File: src/rtl/mining_result_reporter_pkg.sv
// Shared definitions for the mining result reporter: frame layout constants,
// entry type bit positions, FSM state type and frame helper functions.
package mining_result_reporter_pkg;

  localparam int unsigned DATA_WID_DEF     = 32;
  localparam logic [7:0]  FRAME_HEADER_DEF = 8'hA5;
  localparam int unsigned FRAME_LEN        = 11;

  localparam int unsigned TYPE_WID      = 2;
  localparam int unsigned TYPE_VLD_BIT  = 0;
  localparam int unsigned TYPE_FULL_BIT = 1;

  typedef enum logic {
    IDLE = 1'b0,
    SEND = 1'b1
  } state_t;

  // Queue entry layout: {type, extranounce2, nonce}.
  function automatic int unsigned entry_wid(input int unsigned data_wid);
    return TYPE_WID + 2 * data_wid;
  endfunction

  // XOR of frame bytes 1..9.
  function automatic logic [7:0] frame_checksum(input logic [1:0]  typ,
                                                input logic [31:0] en2,
                                                input logic [31:0] nonce);
    logic [7:0] sum;
    sum = {6'b0, typ};
    for (int unsigned i = 0; i < 4; i++) begin
      sum = sum ^ en2[8*i +: 8] ^ nonce[8*i +: 8];
    end
    return sum;
  endfunction

endpackage

File: src/rtl/mining_result_reporter_if.sv
// Event queue bus between the reporter and its FIFO.
//   push/pop/wdata : driven by the master (reporter)
//   rdata          : head entry, valid while !empty
//   empty/full/count : queue occupancy, driven by the slave (FIFO)
interface mining_result_reporter_if #(
  parameter int unsigned WIDTH = 66,
  parameter int unsigned DEPTH = 8
);
  localparam int unsigned CNT_W = $clog2(DEPTH) + 1;

  logic              push;
  logic              pop;
  logic [WIDTH-1:0]  wdata;
  logic [WIDTH-1:0]  rdata;
  logic              empty;
  logic              full;
  logic [CNT_W-1:0]  count;

  modport master (
    output push, pop, wdata,
    input  rdata, empty, full, count
  );

  modport slave (
    input  push, pop, wdata,
    output rdata, empty, full, count
  );

endinterface

File: src/rtl/mining_result_reporter_sync_fifo.sv
// Synchronous FIFO with first-word fall-through read.
//   clk, rst : clock and synchronous active-high reset (flushes the queue)
//   bus      : slave side of the event queue bus
// A push while full is taken only if a pop happens in the same cycle.
module sync_fifo #(
  parameter int unsigned WIDTH = 66,
  parameter int unsigned DEPTH = 8
) (
  input logic                       clk,
  input logic                       rst,
  mining_result_reporter_if.slave   bus
);

  localparam int unsigned AW    = $clog2(DEPTH);
  localparam int unsigned CNT_W = $clog2(DEPTH) + 1;

  logic [WIDTH-1:0] mem [DEPTH];
  logic [AW-1:0]    wr_ptr;
  logic [AW-1:0]    rd_ptr;
  logic [CNT_W-1:0] count;
  logic             do_push;
  logic             do_pop;

  assign bus.empty = (count == '0);
  assign bus.full  = (count == CNT_W'(DEPTH));
  assign bus.count = count;
  assign bus.rdata = mem[rd_ptr];

  assign do_pop  = bus.pop & ~bus.empty;
  assign do_push = bus.push & (~bus.full | do_pop);

  always_ff @(posedge clk) begin
    if (rst) begin
      wr_ptr <= '0;
      rd_ptr <= '0;
      count  <= '0;
    end else begin
      if (do_push) wr_ptr <= wr_ptr + AW'(1);
      if (do_pop)  rd_ptr <= rd_ptr + AW'(1);
      case ({do_push, do_pop})
        2'b10:   count <= count + CNT_W'(1);
        2'b01:   count <= count - CNT_W'(1);
        default: count <= count;
      endcase
    end
  end

  always_ff @(posedge clk) begin
    if (do_push) mem[wr_ptr] <= bus.wdata;
  end

endmodule

File: src/rtl/mining_result_reporter.sv
// Queues mining result events and serialises each into an 11-byte frame
// on a byte-wide valid/ready stream.
//   clk, rst                     : clock, synchronous active-high reset
//   iv_mining_extranounce2       : extranounce2 of the event
//   iv_mining_nounce             : nonce of the event
//   i_mining_nounce_vld/_full    : event pulses (winning nonce / space exhausted)
//   ov_tx_data, o_tx_vld, i_tx_rdy : frame byte stream
//   ov_drop_cnt                  : saturating count of events lost to a full queue
//   o_fifo_empty                 : event queue is empty
module mining_result_reporter
  import mining_result_reporter_pkg::*;
#(
  parameter int unsigned DATA_WID      = DATA_WID_DEF,
  parameter int unsigned UART_DATA_WID = 8,
  parameter int unsigned FIFO_DEPTH    = 8,
  parameter logic [7:0]  FRAME_HEADER  = FRAME_HEADER_DEF
) (
  input  logic                     clk,
  input  logic                     rst,
  input  logic [DATA_WID-1:0]      iv_mining_extranounce2,
  input  logic [DATA_WID-1:0]      iv_mining_nounce,
  input  logic                     i_mining_nounce_vld,
  input  logic                     i_mining_nounce_full,
  output logic [UART_DATA_WID-1:0] ov_tx_data,
  output logic                     o_tx_vld,
  input  logic                     i_tx_rdy,
  output logic [15:0]              ov_drop_cnt,
  output logic                     o_fifo_empty
);

  localparam int unsigned EW       = entry_wid(DATA_WID);
  localparam int unsigned CNT_W    = $clog2(FIFO_DEPTH) + 1;
  localparam int unsigned IDX_W    = $clog2(FRAME_LEN);
  localparam logic [IDX_W-1:0] IDX_LAST = IDX_W'(FRAME_LEN - 1);

  mining_result_reporter_if #(.WIDTH(EW), .DEPTH(FIFO_DEPTH)) fifo_bus ();

  sync_fifo #(.WIDTH(EW), .DEPTH(FIFO_DEPTH)) u_fifo (
    .clk (clk),
    .rst (rst),
    .bus (fifo_bus)
  );

  state_t              state, state_nxt;
  logic [IDX_W-1:0]    idx, idx_nxt;
  logic                pop;
  logic                ev_push;
  logic                drop;
  logic [TYPE_WID-1:0] ev_type;
  logic [TYPE_WID-1:0] frm_type;
  logic [DATA_WID-1:0] frm_en2;
  logic [DATA_WID-1:0] frm_nonce;
  logic [7:0]          frm_csum;
  logic [7:0]          tx_byte;
  logic [TYPE_WID-1:0] head_type;
  logic [DATA_WID-1:0] head_en2;
  logic [DATA_WID-1:0] head_nonce;

  always_comb begin
    ev_type                = '0;
    ev_type[TYPE_VLD_BIT]  = i_mining_nounce_vld;
    ev_type[TYPE_FULL_BIT] = i_mining_nounce_full;
  end

  assign ev_push = (i_mining_nounce_vld | i_mining_nounce_full) & ~rst;
  assign drop    = ev_push & (fifo_bus.count == CNT_W'(FIFO_DEPTH)) & ~pop;

  assign fifo_bus.push  = ev_push;
  assign fifo_bus.pop   = pop;
  assign fifo_bus.wdata = {ev_type, iv_mining_extranounce2, iv_mining_nounce};

  assign head_type  = fifo_bus.rdata[EW-1 -: TYPE_WID];
  assign head_en2   = fifo_bus.rdata[2*DATA_WID-1 -: DATA_WID];
  assign head_nonce = fifo_bus.rdata[DATA_WID-1:0];

  assign o_fifo_empty = fifo_bus.empty;

  always_comb begin
    state_nxt = state;
    idx_nxt   = idx;
    pop       = 1'b0;
    case (state)
      IDLE: begin
        if (!fifo_bus.empty) begin
          pop       = 1'b1;
          state_nxt = SEND;
          idx_nxt   = '0;
        end
      end
      SEND: begin
        if (i_tx_rdy) begin
          if (idx == IDX_LAST) begin
            state_nxt = IDLE;
            idx_nxt   = '0;
          end else begin
            idx_nxt = idx + IDX_W'(1);
          end
        end
      end
      default: state_nxt = IDLE;
    endcase
  end

  always_ff @(posedge clk) begin
    if (rst) begin
      state     <= IDLE;
      idx       <= '0;
      frm_type  <= '0;
      frm_en2   <= '0;
      frm_nonce <= '0;
      frm_csum  <= '0;
    end else begin
      state <= state_nxt;
      idx   <= idx_nxt;
      if (pop) begin
        frm_type  <= head_type;
        frm_en2   <= head_en2;
        frm_nonce <= head_nonce;
        frm_csum  <= frame_checksum(head_type, head_en2, head_nonce);
      end
    end
  end

  always_ff @(posedge clk) begin
    if (rst) begin
      ov_drop_cnt <= '0;
    end else if (drop && ov_drop_cnt != '1) begin
      ov_drop_cnt <= ov_drop_cnt + 16'd1;
    end
  end

  always_comb begin
    tx_byte = '0;
    case (idx)
      4'd0:    tx_byte = FRAME_HEADER;
      4'd1:    tx_byte = {6'b0, frm_type};
      4'd2:    tx_byte = frm_en2[31:24];
      4'd3:    tx_byte = frm_en2[23:16];
      4'd4:    tx_byte = frm_en2[15:8];
      4'd5:    tx_byte = frm_en2[7:0];
      4'd6:    tx_byte = frm_nonce[31:24];
      4'd7:    tx_byte = frm_nonce[23:16];
      4'd8:    tx_byte = frm_nonce[15:8];
      4'd9:    tx_byte = frm_nonce[7:0];
      4'd10:   tx_byte = frm_csum;
      default: tx_byte = '0;
    endcase
  end

  assign o_tx_vld   = (state == SEND);
  assign ov_tx_data = o_tx_vld ? UART_DATA_WID'(tx_byte) : '0;

endmodule
File: config.mk
export PLATFORM = sky130hd
export DESIGN_NAME = mining_result_reporter
export DESIGN_NICKNAME = d
export VERILOG_FILES = /design/src/rtl/mining_result_reporter_pkg.sv /design/src/rtl/mining_result_reporter_if.sv /design/src/rtl/mining_result_reporter_sync_fifo.sv /design/src/rtl/mining_result_reporter.sv
export SDC_FILE = /design/constraint.sdc
export NUM_CORES = 1
export LEC_CHECK = 0
export ABC_AREA = 1
export ABC_CLOCK_PERIOD_IN_PS = 9500
export BUFFER_PORTS_ARGS = -buffer_cell sky130_fd_sc_hd__buf_2
export CAP_MARGIN = 40
export CORE_MARGIN = 3
export CORE_UTILIZATION = 35
export CTS_CLUSTER_DIAMETER = 200
export DETAILED_ROUTE_END_ITERATION = 12
export PLACE_DENSITY = 0.57
export SYNTH_ARGS = -nofsm -noshare
export SYNTH_HDL_FRONTEND = slang
export SYNTH_HIERARCHICAL = 1
export SYNTH_SLANG_ARGS = --single-unit
File: constraint.sdc
create_clock -name clk -period 9.5 [get_ports clk]
set_clock_uncertainty 0.2 [all_clocks]
set_input_delay 1.9 -clock clk [delete_from_list [all_inputs] [get_ports clk]]
set_output_delay 1.9 -clock clk [all_outputs]
set_load 0.01 [all_outputs]
Word level (Yosys, flattened, before mapping)
Memory sizes are Yosys's and may differ from the RTL's. A register that Yosys moved wholly into a read port is not among the register bits. Index checks and enable logic that the tools add are counted.

Add/sub/neg operators: 6. Eq/ne operators: 16. Multiplexer cells: 16. Bitwise operators: 20. Reductions and logical operators: 5.

Operators by type and width (number): one-hot mux 8 bit (11 select lines) (1); XOR 8 bit (7); adder 16 x 1 -> 16 bit (second input constant) (1); == test 4 x 3 -> 1 bit (second input constant) (4); == test 4 bit (second input constant) (4); inequality test 16 bit (second input constant) (1); one-hot mux 4 bit (2 select lines) (2); 2-to-1 mux 4 bit (3); adder 4 x 1 -> 4 bit (second input constant) (2); == test 4 x 2 -> 1 bit (second input constant) (2); zero test 4 bit (2); 2-to-1 mux 8 bit (1); XOR 2 x 8 -> 8 bit (1); adder 3 x 1 -> 3 bit (second input constant) (2); 2-to-1 mux 1 bit (6); 2-to-1 mux 3 bit (2); bitwise AND 1 bit (5); inverter 1 bit (5); == test 4 x 1 -> 1 bit (second input constant) (1); inequality test 2 bit (second input constant) (2); subtractor 4 x 1 -> 4 bit (second input constant) (1); == test 2 x 1 -> 1 bit (second input constant) (1); == test 2 bit (second input constant) (1); OR 1 bit (2); 4 further kinds (4).

Bits in registers: 105. RAM bits: 528. Bits of input ports: 69. Output and inout bits: 26. Memories: 1.

Memories: u_fifo.mem (words 8, bits a word 66, rd ports 1, clocked after Yosys merged registers in 1, write ports 1, line mining_result_reporter_sync_fifo.sv:17) `logic [WIDTH-1:0] mem [DEPTH];`.

Longest topological paths before layout
Depth after elaboration: 8. Mapped depth: 19.

Modules after synthesis
Netlist, hierarchy kept.

By module, submodules not included: sync_fifo (times used 1, cells an instance 1438, area an instance 21067.7 um^2, seq. area each 16115.5 um^2); mining_result_reporter (times used 1, cells an instance 845, area an instance 5297.6 um^2, seq. area each 1901.8 um^2).

Worst setup path before layout
No wires, ideal clock.

Path kind: input-to-reg. From: input rst. To: memory u_fifo.mem[0][0], enable pin. Setup time: 0.490 ns. Arrival: 5.328 ns. Path slack: 3.482 ns. Stages: 6. Path buffers: 1. Cell sequence: buf_2 -> nor2_1 -> nand2_1 -> inv_1 -> nand2_1 -> nor2_1.

Cells in the longest elaborated chain, start to end: 5.

RTL lines: start: declaration (line mining_result_reporter.sv:19) `input logic rst,`; inverter 1 bit (line mining_result_reporter.sv:65) `assign ev_push = (i_mining_nounce_vld | i_mining_nounce_full) & ~rst;`; bitwise AND 1 bit (line mining_result_reporter.sv:65); net ev_push (line mining_result_reporter.sv:47) `logic ev_push;`; bitwise AND 1 bit (line mining_result_reporter_sync_fifo.sv:30) `assign do_push = bus.push & (~bus.full | do_pop);`; 2-to-1 mux 1 bit (line mining_result_reporter_sync_fifo.sv:49) `if (do_push) mem[wr_ptr] <= bus.wdata;`; 2-to-1 mux 1 bit (not written as such) (line mining_result_reporter_sync_fifo.sv:49); end: declaration (line mining_result_reporter_sync_fifo.sv:17).

The timed path passes the listed nets, and every way through them passes these cells.

Worst setup path after layout
From: register idx[3]. To: output ov_tx_data[1].

Cells in the longest elaborated chain, start to end: 3. Elaborated cells between the ends (all ways): 13.

RTL lines: start: declaration (line mining_result_reporter.sv:45) `logic [IDX_W-1:0] idx, idx_nxt;`; start signal: assignment (line mining_result_reporter.sv:114) `idx <= idx_nxt;`; == test 4 bit, or another cell as far along (line mining_result_reporter.sv:134) `case (idx)`; one-hot mux 8 bit (11 select lines) * (line mining_result_reporter.sv:134); 2-to-1 mux 8 bit * (line mining_result_reporter.sv:151) `assign ov_tx_data = o_tx_vld ? UART_DATA_WID'(tx_byte) : '0;`; end: declaration (line mining_result_reporter.sv:24) `output logic [UART_DATA_WID-1:0] ov_tx_data,`.

Every way passes the cells marked *; elsewhere a longest branch is shown, timed or not.

==> reports/qor.yml <==
cells_and_area:
  final_cell_mix: "528 x edfxtp_1, 460 x nand2_1, 263 x nor2_1"
  final_nets: 2437
  fin_util_pct: 40.1
  drive_gt1_share_pct: 10.8
  area_growth_pct: 13.5
  fin_cells: 3388
  final_common_cell: "edfxtp_1"
floorplanning:
  start_util_pct: 35.4
  rows: 100
  pin_count: 95
  fp.dieH_um: 280
  die_x_um: 280
  core_sq_mm: 0.0746
  dieArea_sq_mm: 0.0786
sta:
  slew_headroom_pct: 31.2
  hold_ws_ns: 0.257
  fmax_mhz: 207
  timing_hold_violations_final: 0
  rsz0062_at_grt: "no"
  period_needed_ns: 4.84
  finalMaxSlewViolations: 0
  setup_viol: 0
  fin_crit_sh_pct: 50.9
  final.setup.tns_ns: 0
  worst_pin_slew_ns: 1.03
  setup_ws_ns: 4.66
cts:
  insertion_delay_ns: 0.61
  cts_sinks: 636
  htreeDepth: 3
  cts_setup_buffers: 0
  cts_hold_buf: 0
  tritoncts: "yes"
  cts_resized: 0
  cts_inserted_buffers: 68
  clockBufferDepth: 3
  cts_root_buffer: "clkbuf_16"
  clk_pin_slew_ns: 0.06
power_and_ir_drop:
  leakagePower_uw: 0.0106
  ir_worst_vdd_v: 0.000165
  p_sw_share_pct: 31.8
  power_density_mw_per_mm2: 253
  p_seq_share_pct: 44.3
  pwr-share-comb_pct: 23.4
  clock_power_share_pct: 32.3
  switchingPower_uw: 2410
  power.internal_uw: 5170
route:
  vias: 17122
  routedWlPerCell_um: 19.4
  drt_iter0_markers: 1223
  viasPerCell: 5.05
  drc: 0
  ant_nets: 0
  dr.pass1.iters: 6
  wl_um: 65700
setup_path:
  crit_fanout: 8
  regToRegSetupSlack_ns: 5.41
  required_ns: 7.40
  crit_arrival_ns: 2.74
  r2r-end: "frm_csum[1]"
  startpoint_type: "flop"
  crit_chain: "inv_1, nand2_1, nor2_1, a211oi_1, a21oi_1, buf_2"
  crit_cells: 6
  cp_num_buf_inv: 2
  critical_path_class: "reg -> out"
  reg2reg_depth: 17
  critPathCaptureType: "primary output"
  max_stage_delay_ns: 0.67
  slowest_stage: "nor2_1"
  crit_family: "simple AND/OR/NAND/NOR gates"
global_routing:
  grt_max_degree: 125
  antenna_found_initial: 8
  grt_use_total_pct: 16.4
  grt_pass1_vias: 16601
  overflow: 0
  grt_pass1_wl_um: 98800
placement:
  gp_congestion: 0.860
  dp_hpwl_um: 40300
  port_buffers: 94
  pre_cts_ws_ns: 4.27
  dp.cells: 3260
worst_hold_path:
  whs_endpoint: "frm_nonce[20]"
  hp-class: "reg -> reg"
  hp-start: "frm_nonce[20]"
  hold_path_depth: 2
synth:
  postSynthAreaPerCell_sq_um: 11.6
  syn_inst: 2282
  netlist_area_sq_mm: 0.0264
  synth_nets: 2357
  yosys_warnings: 6
outcome:
  status: "finished clean"
run:
  drv_cap: 0
sequential cells by signal, indices dropped and copies added (netlist names), named ones only:
| signal | count |
|---|---|
| u_fifo/mem | 528 |
| ov_drop_cnt | 16 |
| u_fifo/bus.count | 4 |
| frm_nonce | 32 |
| idx | 4 |
| frm_csum | 8 |
| u_fifo/wr_ptr | 3 |
| o_tx_vld | 1 |
| frm_en2 | 32 |
| u_fifo/rd_ptr | 3 |
| frm_type | 2 |
power groups by stage:
stage | sequential [uW] | combinational [uW] | clock (uW)
2_1_floorplan | 3350 | 1310 | 0
3_3_place_gp | 3410 | 1700 | 0
3_5_place_dp | 3410 | 1770 | 0
4_1_cts | 3360 | 1780 | 2510
5_1_grt | 3380 | 1990 | 2620
6_report | 3360 | 1770 | 2450
area by class of cell:
cell class	count	area, sq um
antenna	5	12.5
clock buffer	88	1850
clock inverter	34	206
fill	7028	44700
inverter	111	420
multi-input combinational	1421	7350
sequential	636	18000
tap	969	1210
timing repair buffer	124	838
layer usage:
metal	global-route usage (%)	part of all wire (%)	vias up
met5	0	0.055	-
met4	5.97	2.9	4
met3	3.67	5.4	112
met2	27.3	48	402
met1	21.0	44	8367
li1	-	-	8237
worst max-delay path by stage:
stage / start / to / slack, ns
floorplan: rst / u_fifo/mem[0][0] / 3.48
global placement: rst / u_fifo/mem[2][14] / 4.33
detailed placement: rst / u_fifo/mem[2][15] / 4.27
CTS: idx[2] / ov_tx_data[1] / 4.59
global route: idx[2] / ov_tx_data[1] / 4.52
finish: idx[3] / ov_tx_data[1] / 4.66
through the flow:
step	power, uW	area, sq um
after floorplan	4660	26400
after global placement	5110	27700
after detailed placement	5180	27800
after CTS	7640	29900
after global routing	7990	29900
final	7570	29900
worst reg2reg max path, stage by stage, from the launching register on:
cell and delay [ns]:
dfxtp_4 0.71, buf_4 0.72, buf_12 0.44, o21ai_0 0.60
o22ai_1 0.21, nand2_1 0.07, nand2_1 0.23, inv_1 0.13
nand2_1 0.09, nand2_1 0.06, nand2_1 0.06, nand2_1 0.05
nand3_1 0.08, nand2_1 0.06, nand2_1 0.05, nand3_1 0.11
nand2_1 0.09, inv_1 0.04
(Power assumes the default switching activity.)
